**src/rtl/rf_scoreboard.sv**
```systemverilog
// rtl/rf_scoreboard.sv - issue scoreboard and single write-port scheduler for a 2R/1W register bank
// Tracks long-latency destinations, stalls RAW/WAW issue, and arbitrates ALU/memory writebacks.
module rf_scoreboard #(
  parameter int N        = 32,
  parameter int Bits     = 64,
  parameter int MAX_OUT  = 4,
  parameter int MAX_WAIT = 3
) (
  input  logic                 clk,
  input  logic                 rst,
  input  logic                 issue_valid,
  input  logic [$clog2(N)-1:0] issue_rs1,
  input  logic [$clog2(N)-1:0] issue_rs2,
  input  logic [$clog2(N)-1:0] issue_rd,
  input  logic                 issue_rd_wr,
  input  logic                 issue_long,
  output logic                 issue_stall,
  input  logic                 wb_alu_valid,
  input  logic [$clog2(N)-1:0] wb_alu_rd,
  input  logic [Bits-1:0]      wb_alu_data,
  input  logic                 wb_mem_valid,
  input  logic [$clog2(N)-1:0] wb_mem_rd,
  input  logic [Bits-1:0]      wb_mem_data,
  output logic                 wb_mem_ready,
  output logic [$clog2(N)-1:0] ptr_wr,
  output logic [Bits-1:0]      data_wr,
  output logic                 wr_en,
  output logic [N-1:0]         pending,
  output logic                 err_wb
);
  localparam int PW = $clog2(N);
  localparam int CW = $clog2(MAX_OUT + 1);
  localparam int WW = $clog2(MAX_WAIT + 1);

  logic [N-1:0]    pending_q, pending_d;
  logic [CW-1:0]   out_cnt_q, out_cnt_d;
  logic [WW-1:0]   wait_cnt_q, wait_cnt_d;
  logic            wr_en_q, wr_en_d;
  logic [PW-1:0]   ptr_wr_q, ptr_wr_d;
  logic [Bits-1:0] data_wr_q, data_wr_d;
  logic            err_wb_q, err_wb_d;

  logic hz, force_stall, at_cap, accept, set_en, grant, clr_ok, alu_wr, mem_wr;

  always_comb begin
    hz          = pending_q[issue_rs1] | pending_q[issue_rs2] | (issue_rd_wr & pending_q[issue_rd]);
    force_stall = (wait_cnt_q == WW'(MAX_WAIT));
    at_cap      = issue_long & issue_rd_wr & (out_cnt_q == CW'(MAX_OUT));
    issue_stall = issue_valid & (hz | force_stall | at_cap);
    accept      = issue_valid & ~issue_stall;
    set_en      = accept & issue_long & issue_rd_wr & (issue_rd != '0);
    wb_mem_ready = ~wb_alu_valid;
    grant       = wb_mem_valid & wb_mem_ready;
    // A grant only retires an outstanding op if the register was really pending.
    clr_ok      = grant & (wb_mem_rd != '0) & pending_q[wb_mem_rd];
    alu_wr      = wb_alu_valid & (wb_alu_rd != '0);
    mem_wr      = grant & (wb_mem_rd != '0);

    pending_d = pending_q;
    if (clr_ok) pending_d[wb_mem_rd] = 1'b0;
    if (set_en) pending_d[issue_rd] = 1'b1;
    pending_d[0] = 1'b0;
    out_cnt_d = out_cnt_q + CW'(set_en) - CW'(clr_ok);
    err_wb_d  = err_wb_q | (grant & ~clr_ok);

    wait_cnt_d = wait_cnt_q;
    if (grant || !wb_mem_valid) wait_cnt_d = '0;
    else if (!force_stall)      wait_cnt_d = wait_cnt_q + WW'(1);

    wr_en_d   = alu_wr | mem_wr;
    ptr_wr_d  = ptr_wr_q;
    data_wr_d = data_wr_q;
    if (alu_wr) begin
      ptr_wr_d  = wb_alu_rd;
      data_wr_d = wb_alu_data;
    end else if (mem_wr) begin
      ptr_wr_d  = wb_mem_rd;
      data_wr_d = wb_mem_data;
    end
  end

  always_ff @(posedge clk or negedge rst) begin
    if (!rst) begin
      pending_q  <= '0;
      out_cnt_q  <= '0;
      wait_cnt_q <= '0;
      wr_en_q    <= 1'b0;
      ptr_wr_q   <= '0;
      data_wr_q  <= '0;
      err_wb_q   <= 1'b0;
    end else begin
      pending_q  <= pending_d;
      out_cnt_q  <= out_cnt_d;
      wait_cnt_q <= wait_cnt_d;
      wr_en_q    <= wr_en_d;
      ptr_wr_q   <= ptr_wr_d;
      data_wr_q  <= data_wr_d;
      err_wb_q   <= err_wb_d;
    end
  end

  assign pending = pending_q;
  assign wr_en   = wr_en_q;
  assign ptr_wr  = ptr_wr_q;
  assign data_wr = data_wr_q;
  assign err_wb  = err_wb_q;
endmodule

```
**config.mk**
```make
export PLATFORM = sky130hd
export DESIGN_NAME = rf_scoreboard
export DESIGN_NICKNAME = d
export VERILOG_FILES = /design/src/rtl/rf_scoreboard.sv
export SDC_FILE = /design/constraint.sdc
export NUM_CORES = 1
export LEC_CHECK = 0
export ABC_AREA = 1
export BUFFER_PORTS_ARGS = -buffer_cell sky130_fd_sc_hd__buf_2
export CAP_MARGIN = 20
export CORE_MARGIN = 10
export CORE_UTILIZATION = 45
export DETAILED_ROUTE_END_ITERATION = 10
export PLACE_DENSITY = 0.75
export SYNTH_ARGS = -nofsm -noshare
export SYNTH_HDL_FRONTEND = slang
export SYNTH_SLANG_ARGS = --single-unit
```
**constraint.sdc**
```tcl
create_clock -name clk -period 3.85 [get_ports clk]
set_input_delay 0.77 -clock clk [delete_from_list [all_inputs] [get_ports clk]]
set_output_delay 0.77 -clock clk [all_outputs]
set_load 0.02 [all_outputs]
```
==> reports/results.txt <==
Initial DRC Count -> 715
die height -> 140.7 µm
Placed Cells -> 1351
share of the synthesized area in the top cell type -> 40.87%
headroom to the max-slew limit -> 43.52%
Initial Utilization -> 45.42%
synth unique cells -> 34
Max rail drop VDD -> 0.0002083 V
I/O pin cnt -> 265
largest net degree at the start of global routing -> 70
Skew-Pair Late Insertion Delay -> 350 ps
HP Class -> reg -> reg
cts hold-fix bufs -> 0
max_cap viols -> 0
initial antenna violation count -> 6
synthesized net count -> 1108
async set or reset register ratio after synthesis -> 100.0%
Design Power -> 3.310 mW
leakage -> 4.276 nW
non-filler instance count after layout -> 1371
first-pass GRT wire length -> 40.85 mm
Mapped Avg Cell Area -> 6.940 µm²
clock buffer depth -> 2
CTS tree -> done
fin crit period -> 3191 ps
setup_tns -> 0 ps
CP cell instances -> buf_2 > nand2_2 > nor2_1 > a21oi_1 > nand2_1 > nand2_1 > nand2_1 > nor2_1 > nand2_1 > a21oi_4 > and2_1 > nor2_1 > buf_2
post-synthesis sequential area ratio -> 40.87%
Power Density -> 402.9 mW/mm²
final setup fails -> 0
Post-Syn Instances -> 944
dpl ws -> 517.1 ps
clk slew on worst S/H paths -> 70 ps
CTS sink count -> 107
number of port buffers -> 263
Worst Skew -> 9.137 ps
type of the worst setup path -> in -> out
Hold Vio Cnt, Final -> 0
Top FF cell, synth -> dfrtp_1
Critical Path AT -> 2420 ps
Rows -> 44
fin. max-slew vios -> 0
drt drc -> 0
Crit-path slowest cell -> buf_2
number of synthesized register bits -> 107
unrepaired setup endpoints after global routing -> false
gr usage total -> 25.49%
routed len/inst -> 19.14 µm
Pre-antenna DRT Iters -> 5
largest cells by area after synthesis -> dfrtp_1, nand2_1, o21ai_0
GR Overflow Total -> 0
Max Freq -> 313.4 MHz
worst setup margin -> 659.2 ps
share of layout cells above drive strength 1 -> 26.71%
cell mode on critical path -> nand2_1
total CTS buffers -> 9
Post-CTS Resized -> 0
Core ar. -> 0.01442 mm²
fin util -> 56.96%
CP Max Fanout -> 31
CP required -> 3080 ps
cell taking the most area after synthesis -> dfrtp_1
outcome -> completed
GP Congestion -> 1.004
area delta synth->final -> 25.40%
yosys warns -> 0
most frequent cells in the layout -> nand2_1, buf_2, o21ai_0
design area -> 0.008215 mm²
buffer count from post-CTS setup fixing -> 0
Post-DRT Antenna Nets -> 0
Mapped Area -> 0.006551 mm²
Placed Area -> 0.007886 mm²
CP startpoint kind -> input pin
vias -> 7497
CTS root buffer -> clkbuf_16
CP endpoint kind -> output port
Post-synth EDFFs -> 0
htree depth -> 3
Die X -> 140.7 µm
Largest stage delay, worst path -> 380 ps
commonest non-fill, non-tap cell in the layout -> nand2_1
fill count -> 1429
Detailed Place HPWL -> 19.97 mm
Post-Route WL -> 26.25 mm
Slew @ Worst Pin -> 847.2 ps
nets@finish -> 1342
vias per cell -> 5.468
die area -> 0.01979 mm²
period utilization -> 82.88%
vias in the first global route -> 7200
WHS -> 481.3 ps
## where the power goes
| group | total [mW] | switching, mW | internal, mW |
|---|---|---|---|
| clock network | 1.01 | 0.435 | 0.576 |
| registers | 1.37 | 0.102 | 1.26 |
| logic | 0.932 | 0.631 | 0.301 |
## registers in the layout (all words and copies together) (netlist names)
register    count
out_cnt_q       3
wr_en           1
data_wr        64
pending        31
ptr_wr          5
wait_cnt_q      2
err_wb          1
## area by class of cell
cell class | count | area, µm² | share of cell area [%]
tap | 184 | 230.2 | 2.802
multi-input combinational | 709 | 3271 | 39.81
inverter | 76 | 286.5 | 3.488
clock inverter | 5 | 86.33 | 1.051
clock buffer | 11 | 232.7 | 2.833
timing repair buffer | 275 | 1421 | 17.30
antenna | 4 | 10.01 | 0.1218
sequential | 107 | 2678 | 32.59
## path summary, 6_finish.rpt
| path | start | end | slack [ps] | cells past startpoint |
|---|---|---|---|---|
| setup / recovery | issue_rd[0] | issue_stall | 660 | 13 |
| hold / removal | err_wb | err_wb | 480 | 1 |
| setup reg to reg | pending[10] | out_cnt_q[2] | 1180 | 16 |
| hold reg to reg | err_wb | err_wb | 480 | 1 |
| max in group asynchronous | rst | err_wb | 2590 | 2 |
| min in group asynchronous | rst | data_wr[19] | 520 | 1 |
## cells by family after synthesis
logic type | count (synthesis) | share of synthesized area [%]
compound gates | 209 | 16.67
xor+xnor | 3 | 0.4011
fa+ha+maj | 4 | 0.8786
buf+inv | 128 | 9.244
flops | 107 | 40.87
mux | 1 | 0.1528
other cells | 1 | 0.05724
simple gates | 491 | 31.72
## layer usage
metal  wire, µm  vias to the layer above  global-route usage [%]
li1           -                     3579                       -
met1      10010                     3459                   31.20
met2      12480                      399                   40.71
met3       3002                       56                   9.405
met4        728                        4                   8.098
met5         27                        -                       0
## worst max-delay path, delay by kind of cell
kind                   cells  cell delay, ps
and+or+nand+nor            9             970
buffers and inverters      2             560
AOI/OAI and AO/OA          2             120
## cells in the mapped netlist (all sizes together) (3+ instances only)
cell / count
dfrtp: 107
ha: 3
nand3: 59
o21ai: 188
nand2: 273
nor2: 110
buf: 33
inv: 74
nand4: 31
a21oi: 4
nor3: 17
clkbuf: 19
o22ai: 14
(Power assumes the default switching activity.)
